### config.mk
export PLATFORM = sky130hd
export DESIGN_NAME = qeciphy_tx_lane_controller
export DESIGN_NICKNAME = d
export VERILOG_FILES = /design/src/rtl/qeciphy_tx_lane_controller.sv
export SDC_FILE = /design/constraint.sdc
export NUM_CORES = 1
export LEC_CHECK = 0
export CORE_MARGIN = 2
export CORE_UTILIZATION = 56
export DETAILED_ROUTE_END_ITERATION = 6
export DONT_BUFFER_PORTS = 1
export PLACE_DENSITY = 0.74
export SYNTH_ARGS = -nofsm -noshare
export SYNTH_HDL_FRONTEND = slang
export SYNTH_SLANG_ARGS = --single-unit
### constraint.sdc
create_clock -name clk_i -period 1.35 [get_ports clk_i]
set_clock_uncertainty 0.1 [all_clocks]
set_input_delay 0.0675 -clock clk_i [delete_from_list [all_inputs] [get_ports clk_i]]
set_output_delay 0.0675 -clock clk_i [all_outputs]
set_load 0.01 [all_outputs]
### src/rtl/qeciphy_tx_lane_controller.sv
// qeciphy_tx_lane_controller
// Per-lane OFF/IDLE/ACTIVE TX state controller. Each lane advances only on
// its own frame-alignment boundary strobe. A lane reaching ACTIVE must first
// dwell MIN_IDLE_FRAMES boundaries in IDLE, both on bring-up and after
// dropping back from ACTIVE. all_active_o is the AND of every lane's
// registered ACTIVE flag.
module qeciphy_tx_lane_controller #(
  parameter int NUM_LANES       = 4,
  parameter int MIN_IDLE_FRAMES = 2
) (
  input  logic                 clk_i,
  input  logic                 rst_i,
  input  logic [NUM_LANES-1:0] almost_faw_boundary_i,
  input  logic [NUM_LANES-1:0] link_enable_i,
  input  logic [NUM_LANES-1:0] data_enable_i,
  output logic [NUM_LANES-1:0] tx_off_o,
  output logic [NUM_LANES-1:0] tx_idle_o,
  output logic [NUM_LANES-1:0] tx_active_o,
  output logic [NUM_LANES-1:0] state_change_o,
  output logic                 all_active_o
);

  // Dwell counter only needs to reach MIN_IDLE_FRAMES; keep at least one bit.
  localparam int CNT_W = ($clog2(MIN_IDLE_FRAMES + 1) > 1) ? $clog2(MIN_IDLE_FRAMES + 1) : 1;
  localparam logic [CNT_W-1:0] CNT_ZERO = {CNT_W{1'b0}};
  localparam logic [CNT_W-1:0] CNT_ONE  = CNT_W'(32'd1);
  localparam logic [CNT_W-1:0] MIN_CNT  = CNT_W'(MIN_IDLE_FRAMES);

  typedef enum logic [1:0] {
    ST_OFF    = 2'd0,
    ST_IDLE   = 2'd1,
    ST_ACTIVE = 2'd2
  } lane_state_e;

  logic [NUM_LANES-1:0] tx_active_s;

  for (genvar k = 0; k < NUM_LANES; k++) begin : g_lane
    lane_state_e      state_r;
    lane_state_e      state_nxt_s;
    logic [CNT_W-1:0] cnt_r;
    logic [CNT_W-1:0] cnt_nxt_s;
    logic             off_r;
    logic             idle_r;
    logic             active_r;
    logic             change_r;

    // Next state and dwell count as they would be taken at a boundary.
    always_comb begin
      state_nxt_s = state_r;
      cnt_nxt_s   = cnt_r;
      if (!link_enable_i[k]) begin
        // Link loss wins over everything, including a pending data request.
        state_nxt_s = ST_OFF;
        cnt_nxt_s   = CNT_ZERO;
      end else begin
        case (state_r)
          ST_OFF: begin
            // OFF always passes through IDLE so boundary characters start first.
            state_nxt_s = ST_IDLE;
            cnt_nxt_s   = CNT_ZERO;
          end
          ST_IDLE: begin
            if ((cnt_r == MIN_CNT) && data_enable_i[k]) begin
              state_nxt_s = ST_ACTIVE;
            end else if (cnt_r != MIN_CNT) begin
              cnt_nxt_s = cnt_r + CNT_ONE;
            end else begin
              cnt_nxt_s = cnt_r;
            end
          end
          ST_ACTIVE: begin
            if (!data_enable_i[k]) begin
              // Restart the dwell so the lane cannot bounce straight back.
              state_nxt_s = ST_IDLE;
              cnt_nxt_s   = CNT_ZERO;
            end else begin
              state_nxt_s = ST_ACTIVE;
            end
          end
          default: begin
            state_nxt_s = ST_OFF;
            cnt_nxt_s   = CNT_ZERO;
          end
        endcase
      end
    end

    // Lane FSM: updates state, dwell count, decoded outputs and change pulse.
    always_ff @(posedge clk_i) begin
      if (rst_i) begin
        state_r  <= ST_OFF;
        cnt_r    <= CNT_ZERO;
        off_r    <= 1'b1;
        idle_r   <= 1'b0;
        active_r <= 1'b0;
        change_r <= 1'b0;
      end else if (almost_faw_boundary_i[k]) begin
        state_r  <= state_nxt_s;
        cnt_r    <= cnt_nxt_s;
        off_r    <= (state_nxt_s == ST_OFF);
        idle_r   <= (state_nxt_s == ST_IDLE);
        active_r <= (state_nxt_s == ST_ACTIVE);
        change_r <= (state_nxt_s != state_r);
      end else begin
        change_r <= 1'b0;
      end
    end

    assign tx_off_o[k]       = off_r;
    assign tx_idle_o[k]      = idle_r;
    assign tx_active_s[k]    = active_r;
    assign state_change_o[k] = change_r;
  end

  assign tx_active_o  = tx_active_s;
  assign all_active_o = &tx_active_s;

endmodule

Yosys cells after proc, flatten, opt, wreduce, memory -nomap -nowiden:

Cells that the tools add are included.

* input port bits: 14
* flip-flop bits (word level): 32
* output and inout bits: 17
* word-level logic and storage cells: 129

* reductions and logical operators: 21
* add/sub/neg operators: 4
* mux-type cells: 36
* equal/unequal tests: 40
* bitwise operators: 4

Operator list (number)
* 2-bit two-way mux: 28
* 3-bit inequality test, second input constant: 12
* 2-bit == test, second input constant: 12
* 2-bit case mux with 3 select lines: 4
* 4-bit AND reduction: 5
* 2-bit by 1-bit == test with 1-bit output, second input constant: 8
* 2-bit zero test: 8
* 2-bit case mux with 2 select lines: 4
* 2-bit by 1-bit adder with 2-bit output, second input constant: 4
* 2-bit inequality test: 4
* 2-bit inequality test, second input constant: 4
* 2-bit OR reduction: 4
* 1-bit logical AND: 4
* 1-bit inverter: 4

Longest topological paths before layout:

Gate-level depths: netlist (run 1).

* word-level depth: 6
* gate-level depth with buffers: 5

Least setup slack after synthesis (run 1):

Ideal clock, no wire load.

* path type: register to register
* start: register g_lane[3].cnt_r[0]
* end: register g_lane[3].active_r
* arrival time: 1.130 ns
* setup slack: 0.006 ns
* buffers on the path: 0
* cell stages (with the launch flop): 6
* data required time: 1.136 ns
* library setup time: 0.114 ns
* cells stage by stage: dfxtp_1 inv_1 ha_1 and3b_1 o211a_1 a21o_1

* longest elaborated chain between the ends: 6

Ends and longest elaborated chain
* from (decl): line 40 `logic [CNT_W-1:0] cnt_r;`
* from (signal assigned): line 99 `cnt_r <= cnt_nxt_s;`
* 2-bit == test: line 63 `if ((cnt_r == MIN_CNT) && data_enable_i[k]) begin`
* 1-bit logical AND: line 63
* 2-bit two-way mux: line 63
* 2-bit case mux with 3 select lines: line 56 `case (state_r)`
* 2-bit two-way mux: line 51 `if (!link_enable_i[k]) begin`
* 2-bit == test: line 102 `active_r <= (state_nxt_s == ST_ACTIVE);`
* to (signal assigned): line 102
* to (decl): line 44 `logic active_r;`

No other way between the ends.
A chain may end at the register's enable or synchronous reset.

Final worst setup path (run 1):

* start: register g_lane[0].cnt_r[0]
* end: register g_lane[0].state_r[1]

* longest elaborated chain between the ends: 5

Ends and longest elaborated chain
* from (decl): line 40
* from (signal assigned): line 99
* 2-bit == test: line 63
* 1-bit logical AND: line 63
* 2-bit two-way mux: line 63
* 2-bit case mux with 3 select lines: line 56
* 2-bit two-way mux: line 51
* to (signal assigned): line 98 `state_r <= state_nxt_s;`
* to (decl): line 38 `lane_state_e state_r;`

No other way between the ends.

==> results of run 1 <==
[worst max-delay path by stage]
| stage | from | to | slack [ns] | cells after the start |
|---|---|---|---|---|
| after floorplan | g_lane[3].cnt_r[0]$_SDFFE_PP0P_ | g_lane[3].active_r$_SDFFE_PP0P_ | 0.006 | 5 |
| after global placement | g_lane[0].cnt_r[0]$_SDFFE_PP0P_ | g_lane[0].cnt_r[1]$_SDFFE_PP0P_ | -0.02 | 6 |
| after detailed placement | g_lane[2].cnt_r[0]$_SDFFE_PP0P_ | g_lane[2].cnt_r[1]$_SDFFE_PP0P_ | -0.08 | 6 |
| after CTS | g_lane[0].cnt_r[0]$_SDFFE_PP0P_ | g_lane[0].state_r[1]$_SDFFE_PP0P_ | 0.004 | 5 |
| after global routing | g_lane[0].cnt_r[0]$_SDFFE_PP0P_ | g_lane[0].state_r[1]$_SDFFE_PP0P_ | -0.03 | 5 |
| final | g_lane[0].cnt_r[0]$_SDFFE_PP0P_ | g_lane[0].state_r[1]$_SDFFE_PP0P_ | 0.02 | 5 |
[area by class of cell]
cell class	count	share of cell area, %
Tap cell	33	1.952
Multi-Input combinational cell	128	45.65
Clock buffer	8	2.779
Timing Repair Buffer	36	16.26
Sequential cell	32	30.87
Inverter	14	2.484
[worst register-to-register path, stage by stage (launching register included)]
cell     delay, ns
dfxtp_2       0.36
inv_2         0.05
ha_4          0.16
and3b_2       0.20
o211a_1       0.22
a21o_1        0.15
[sequential cells by signal (all words and copies together) (netlist names)]
register and cells:
g_lane.active_r 4, g_lane.idle_r 4, g_lane.state_r 8, g_lane.change_r 4, g_lane.cnt_r 8, g_lane.off_r 4
[cells in the final DEF (no fill, tap or decap), types with 3 or more instances in the layout]
| master | instances |
|---|---|
| or2_2 | 3 |
| inv_1 | 10 |
| o21a_1 | 3 |
| dlymetal6s4s_1 | 4 |
| dfxtp_2 | 7 |
| clkbuf_4 | 5 |
| a21oi_1 | 5 |
| inv_2 | 4 |
| nand2_1 | 11 |
| a32oi_1 | 3 |
| buf_4 | 11 |
| a21o_1 | 12 |
| nor3b_1 | 6 |
| nor2b_1 | 4 |
| a22o_1 | 8 |
| dlygate4sd3_1 | 20 |
| nor2_1 | 13 |
| a311oi_1 | 3 |
| o211a_1 | 4 |
| ha_4 | 4 |
| a31oi_1 | 9 |
| nand3b_1 | 5 |
| and3b_1 | 7 |
| a21boi_1 | 5 |
| dfxtp_1 | 24 |
| o21ai_0 | 5 |
[stage by stage]
stage | cells | hold slack, ns
finish | 251 | 0.008432
global route | 251 | 0.006144
CTS | 248 | 0.004300
detailed placement | 216 | 0.07947
global placement | 216 | 0.07479
floorplan | 199 | 0.1136
[power by group]
part           internal [uW]  switching, uW
Sequential               971           37.2
Clock                    257            342
Combinational            104           85.8
[logic make-up (layout without fill, tap and decap cells)]
logic type,after synthesis,in the layout,synth area share (%)
flip-flops,32,32,36.55
AND/OR/NAND/NOR,58,58,19.92
buffers and inverters,39,58,12.99
adder cells (fa/ha/maj),4,4,2.855
AO/OA/AOI/OAI,66,66,27.69
[layer usage]
layer  vias to the layer above  global-route usage (%)
met5                         -                       0
met1                       751                   30.23
met4                         0                   6.667
met2                        39                   42.39
li1                        741                       -
met3                         5                   7.143
[what timing repair did]
item                       4_1_cts  5_1_grt
setup endpoints to repair       15       20
gates resized for setup         10       27
hold endpoints to repair        32        3
pin swaps                        0        8
buffers inserted                 2        1
hold buffers                    22        2
==> results.md, run 1 <==
- The number of design-rule violations left by the first detailed-router iteration is 153.
- The library cell with the highest instance count after synthesis is dfxtp_1.
- The type of element launching the critical path is a register.
- The number of max-slew violations in the final report is 0.
- Prior to clock tree synthesis, the placed netlist has a worst setup slack of -0.08316 ns.
- At the end of the flow the core is filled with cells to 70.46%.
- By startpoint and endpoint, the worst setup path is classified as reg -> reg.
- The worst hold path stage count is 3.
- The worst relative slew slack is about three fifths.
- The worst register-to-register path has a setup slack of 0.02 ns.
- The overall die area is 3594 sq um.
- The total standard cell area after synthesis is 1753 sq um.
- In this run, synthesis inferred 0 flip-flops with an integrated enable.
- The register area share after synthesis is 36.55%.
- The buffers plus inverters on the worst setup path is 1.
- From bottom edge to top edge, the die measures 59.95 microns.
- The tightest min-delay check is of the in -> reg type.
- The mean cell area of the mapped netlist is 8.809 sq um.
- The destination of the worst hold path is g_lane[3].idle_r$_SDFFE_PP0P_.
- The first detailed-routing pass took 4 iterations.
- The total number of nets in the final design is 235.
- The highest net fanout along the worst path is 3.
- The Yosys step of the flow raised 0 warnings.
- At the worst endpoint, the required time is 1.49 ns.
- The signal arrival time at the worst endpoint is approximately 1.5 ns.
- The post-route setup TNS is 0 ns.
- The area growth from synthesis to layout is 20.70%.
- The library cell with the largest summed area after synthesis is dfxtp_1.
- The via count is 1536.
- The startpoint identified for the worst hold timing path is data_enable_i[3].
- The all-layer global routing usage is about a quarter.
- The number of buffer cells added on primary ports is 0.
- The post-synthesis net count is between 200 and 250.
- Wire segments on met2 add up to 1977 microns in the final route.
- The initial core utilization is about three fifths.
- The repair_antennas step left the layout with diodes totalling 0.
- The first global-routing pass estimated 6610 microns of wire.
- The biggest cell delay along the critical path is 0.36 ns.
- The worst-path cell with the longest stage delay is dfxtp_2.
- Across the run, the number of max-cap violations was 0.
- Ranked by total cell area, the synthesized netlist is headed by dfxtp_1 37%, buf_4 8.6%, a21o_1 5.1%.
- The synthesized instance count is 199.
- The number of hold violations in the final report is 0.
- The setup slack after layout is about 0.02 ns.
- Wire segments on met3 add up to around 240 microns in the final route.
- The boundary pin count is 31.
- STA classifies the critical path endpoint as a register.
- Summed over all layers, the global routing overflow is 0.
- The start of the worst register-to-register path is g_lane[0].cnt_r[0]$_SDFFE_PP0P_.
- For this block, the routed nets add up to between 4000 and 5000 microns of wire.
- The share of layout cells above drive strength 1 is around a fifth.
- Sorting the synthesized cells by how often they occur yields 32 x dfxtp_1, 20 x buf_4, 14 x inv_1.
- The via count of the first global-routing pass is 1394.
- IR analysis of the VDD net gives a maximum drop of 0.0004300 V.
- The total leakage power is 0.001024 uW.
- The cell area after layout is about 2100 sq um.
- The critical path goes through inv_2 > ha_4 > and3b_2 > o211a_1 > a21o_1.
- For the pin with the worst max-slew slack, the measured transition is 0.5911 ns.
- Setup repair after global routing could not meet its margin everywhere.
- The clock sink total is 32.
- The area of combinational cells with multiple inputs is 965.9 sq um.
- The core region area is 3003 sq um.
- Routed signal wires occupy layers up through met4.
- For this run, the top clock speed supported by timing is 751.6 MHz.
- The source-to-sink clock delay at the later pin of the worst-skew pair is approximately 0.33 ns.
- The master cell of the clock root buffer is clkbuf_4.
- The final critical path takes up 98.55% of the cycle.
- CTS built an H-tree with a depth of 2.
- In this design, the largest share of critical-path delay is due to compound AO/OA/AOI/OAI gates.
- The area of all sequential standard cells is 653.1 sq um.
- The post-synthesis async set-or-reset flop share is 0%.
- The floorplan has 20 rows.
- The worst-case clock buffer depth is 2.
- The post-place instance area is 1687 sq um.
- Entering global routing, the biggest net connects 18 pins.
- The HPWL reported at the end of detailed placement is 2367 microns.
- The final weighted congestion of routability-driven global placement is 0.8271.
- Clock-pin slew was measured on the worst setup and hold paths at 0.11 ns.
- The number of antenna violations at the first check in global routing was 0.
- The number of failing setup endpoints in the final timing report is 0.
- Once detail routing completed, the nets flagged for antenna violations numbered 0.
- The power density of the placed cells is around 850 nW/um^2.
- The met1 routed wirelength after detailed routing is 1914 microns.
- In the final routed layout, each cell accounts on average for 16.60 microns.
- In this run, CTS created clock tree buffers numbering 5.
- The length in cells of the worst reg-to-reg path is 5.
- The post-layout total power is about 1800 uW.
- Counting flops and latches in the post-synthesis netlist gives 32.
- The most used flip-flop cell after synthesis is dfxtp_1.
- The flow ran to the end, and the final reports show no timing, DRC or antenna violations.
- The top-area cell type share of the netlist area is 36.55%.
- Dividing the detail-routed via count by the number of cells gives 6.120.
- TritonCTS built the clock tree.
- The terminus of the critical flop-to-flop path is g_lane[0].state_r[1]$_SDFFE_PP0P_.
- In the routed design, unresolved DRC markers number 0.
- The width of the chip is 59.95 microns.
- Subtracting the final worst setup slack from the clock period gives ~1.3 ns.
- The unique cell type count in the Yosys netlist is 31.
- The filler cell count is 227.
No activity file was read; power rests on OpenSTA's default activity.
==> run 2, diff against run 1 <==
--- a/config.mk
+++ b/config.mk
@@ -5,11 +5,9 @@
 export SDC_FILE = /design/constraint.sdc
 export NUM_CORES = 1
 export LEC_CHECK = 0
-export CORE_MARGIN = 2
-export CORE_UTILIZATION = 56
+export CORE_UTILIZATION = 35
 export DETAILED_ROUTE_END_ITERATION = 6
 export DONT_BUFFER_PORTS = 1
-export PLACE_DENSITY = 0.74
 export SYNTH_ARGS = -nofsm -noshare
 export SYNTH_HDL_FRONTEND = slang
 export SYNTH_SLANG_ARGS = --single-unit
==> constraint.sdc (replaced) <==
create_clock -name clk_i -period 1.5 [get_ports clk_i]
set_clock_uncertainty 0.1 [all_clocks]
set_input_delay 0.075 -clock clk_i [delete_from_list [all_inputs] [get_ports clk_i]]
set_output_delay 0.075 -clock clk_i [all_outputs]
set_load 0.01 [all_outputs]
==> run 2 against run 1 <==
Net effect: critical path depth shrank 1; first-iteration DRC count shrank 11%; sequential share of layout area grew 2.1 points; clock power shrank 3.5%; final area shrank 8.0%; core utilization shrank 30 points; hold slack lost 0.0074 ns; register-to-register slack gained 0.06 ns; critical endpoint is now g_lane[1].cnt_r[1]$_SDFFE_PP0P_; largest cell class unchanged; highest routed layer unchanged.
==> results.md, run 2 (same netlist as run 1, synthesis figures left out) <==
- The clock sink total is 32 (unchanged).
- The routed wire length on met3 is 181 microns (-23%).
- The final period utilization is a little over nine tenths.
- The first-pass detailed-route iteration total is 6 (+2).
- The top cell types in the final layout, fill and taps aside, are 31 x dfxtp_1, 20 x dlygate4sd3_1, 14 x inv_1.
- The worst relative slew slack is 58.18% (-2.4 points).
- The biggest cell delay along the critical path is 0.64 ns (+0.28 ns).
- Clock tree synthesis selected as its root buffer the cell clkbuf_8.
- The total number of nets in the final design is 220 (-6.4%).
- The number of antenna violations at the first check in global routing is 0 (unchanged).
- The commonest non-fill, non-tap cell in the layout is dfxtp_1.
- The die extent in y is 72.77 microns (+21%).
- The count of unresolved DRC violations after routing came to 0 (unchanged).
- The setup fix buffers added after clock tree synthesis is 0 (-2).
- The register clock-pin slew on the reported worst setup and hold paths came to 0.06 ns (-0.05 ns).
- STA classifies the critical path endpoint as a register.
- The startpoint identified for the worst register-to-register timing path is g_lane[0].cnt_r[0]$_SDFFE_PP0P_.
- The source-to-sink clock delay at the later pin of the worst-skew pair came to 0.26 ns (-0.07 ns).
- The number of diodes came to 0 (unchanged).
- The worst-path cell with the longest stage delay is dlygate4sd3_1.
- The met1 routed wirelength after detailed routing came to 1823 microns (-4.8%).
- The worst path needs 1.429 ns of the cycle, external delays included.
- The class of the tightest hold or removal check is in -> reg.
- The critical path goes through dlygate4sd3_1 > nand3b_1 > dlygate4sd3_1 > o21ai_0.
- The post-layout total power is 1629 uW (-9.3%).
- The maximum resistive drop on vdd is 0.0004774 V (+11%).
- The power density of the placed cells was 837.0 nW/um^2 (-1.5%).
- The number of buffer cells added on primary ports is 0 (unchanged).
- The first-pass GRT wire length was 6279 microns (-5.0%).
- The total wirelength of the detailed-routed design is 3681 microns (-12%).
- The wire length on met2 was 1652 microns (-16%).
- The required time at the endpoint of the critical path is 1.59 ns (+0.10 ns).
- Setup repair after global routing left no endpoint under its margin.
- The number of rows created at floorplan is 25 (+25%).
- The highest layer touched by signal routing is met4.
- The final weighted congestion of routability-driven global placement was 0.7558 (-8.6%).
- The number of max-capacitance violations reported is 0 (unchanged).
- The vias per cell was 5.165 (-16%).
- The via count is 1379 (-10%).
- The signal arrival time at the worst endpoint was 1.52 ns (+0.05 ns).
- The boundary pin count was 31 (unchanged).
- The count of nets left with antenna violations after detail routing is 0 (unchanged).
- The pin count of the biggest net entering global routing is 16 (-2).
- The run finished with clean final reports.
- The start point of the critical path is link_enable_i[1].
- The number of max-slew violations in the final report is 0 (unchanged).
- The initial core utilization is 36.63% (-22 points).
- The share of layout cells above drive strength 1 is 5.000% (-15 points).
- The maximum level of the CTS H-tree is 2 (unchanged).
- The global-route congestion overflow total was 0 (unchanged).
- The number of design-rule violations left by the first detailed-router iteration is 136 (-11%).
- STA classifies the critical path startpoint as an input port.
- The post-route setup TNS is 0 ns (unchanged).
- The total clock buffers created by CTS was 5 (unchanged).
- The measured slew at the worst slew-check pin came to 0.6272 ns (+0.03618 ns).
- The via count of the first global-routing pass is 1362 (-2.3%).
- The total leakage power came to 0.0008947 uW (-13%).
- The worst-case clock buffer depth is 2 (unchanged).
- TritonCTS built the clock tree.
- The overall die area came to 5295 sq um (+47%).
- For this run, the top clock speed supported by timing is 700.0 MHz.
- The all-layer global routing usage is 15.06% (-9.7 points).
- The core region area was 4786 sq um (+59%).
- The largest registers in the layout are g_lane.cnt_r: 8 flops, g_lane.state_r: 8 flops.
- The width of the chip is 72.77 microns (+21%).
- The highest net fanout along the worst path came to 5 (+2).
- The mean routed wirelength per cell is 13.79 microns (-17%).
- The filler cell count was 486 (+110%).
- The number of hold violations in the final report is 0 (unchanged).
- The HPWL reported at the end of detailed placement is 2281 microns (-3.6%).
- The most prevalent standard cell on the critical path is dlygate4sd3_1.
- By startpoint and endpoint, the worst setup path is classified as in -> reg.
- The startpoint identified for the worst hold timing path is almost_faw_boundary_i[1].
- Compared with the post-synthesis result, the final layout area differs by 11.06%.
- The number of failing setup endpoints in the final timing report was 0 (unchanged).
==> run 2: cell count changes in the layout (fill, tap and decap cells not counted), moves of 3 or more <==
cell | previous run | this run
inv_1 | 10 | 14
ha_4 | 4 | 0
dfxtp_1 | 24 | 31
clkbuf_4 | 5 | 0
dfxtp_2 | 7 | 1
dlymetal6s4s_1 | 4 | 1
clkbuf_8 | 1 | 5
ha_1 | 0 | 3
buf_4 | 11 | 0
inv_2 | 4 | 0
==> run 2: layout make-up <==
| class | count | area (sq um) | area share [%] |
|---|---|---|---|
| Clock buffer | 5 | 68.82 | 3.535 |
| Inverter | 14 | 52.55 | 2.699 |
| Multi-Input combinational cell | 128 | 887.1 | 45.57 |
| Sequential cell | 32 | 641.9 | 32.97 |
| Tap cell | 67 | 83.83 | 4.306 |
| Timing Repair Buffer | 21 | 212.7 | 10.93 |
==> run 2: timing repair <==
action,CTS,global route
resized for setup,0,3
endpoints found under the hold margin,30,0
hold buffers,21,0
setup endpoints to repair,0,10
==> run 2: metrics by stage <==
| step | hold WS, ns | cells | worst slack (ns) | area [sq um] | utilization (%) |
|---|---|---|---|---|---|
| 3_5_place_dp | 0.08735 | 241 | 0.07717 | 1662 | 34.72 |
| 6_report | 0.001024 | 267 | 0.07138 | 1947 | 40.68 |
| 5_1_grt | 0.01637 | 267 | 0.01441 | 1947 | 40.68 |
| 3_3_place_gp | 0.08011 | 241 | 0.08405 | 1662 | 34.72 |
| 2_1_floorplan | 0.1211 | 199 | 0.1565 | 1753 | - |
| 4_1_cts | 0.001800 | 267 | 0.02779 | 1941 | 40.55 |
==> run 2: critical path: cells and delay by family <==
family                 cells  cell delay, ns
AO/OA/AOI/OAI              1            0.15
AND/OR/NAND/NOR            1            0.10
buffers and inverters      2            1.21
==> run 2: report_power, final <==
| group | switching (uW) | internal, uW |
|---|---|---|
| clock | 280 | 299 |
| combinational | 65.5 | 75.7 |
| sequential | 33.4 | 877 |
==> run 2: per-layer routing <==
metal / track usage, % / up-vias
met1: 19.63 / 629
met4: 4.793 / 0
met5: 0 / -
met3: 4.282 / 2
met2: 23.99 / 29
li1: - / 719
==> run 2: worst paths after layout <==
kind                            slack [ns]  cells after the start                                 to
worst max-delay path                  0.07                      4    g_lane[1].cnt_r[1]$_SDFFE_PP0P_
worst min-delay path                 0.001                      2  g_lane[1].state_r[1]$_SDFFE_PP0P_
worst max register to register        0.08                      5    g_lane[0].active_r$_SDFFE_PP0P_
worst min register to register        0.38                      2    g_lane[2].cnt_r[0]$_SDFFE_PP0P_
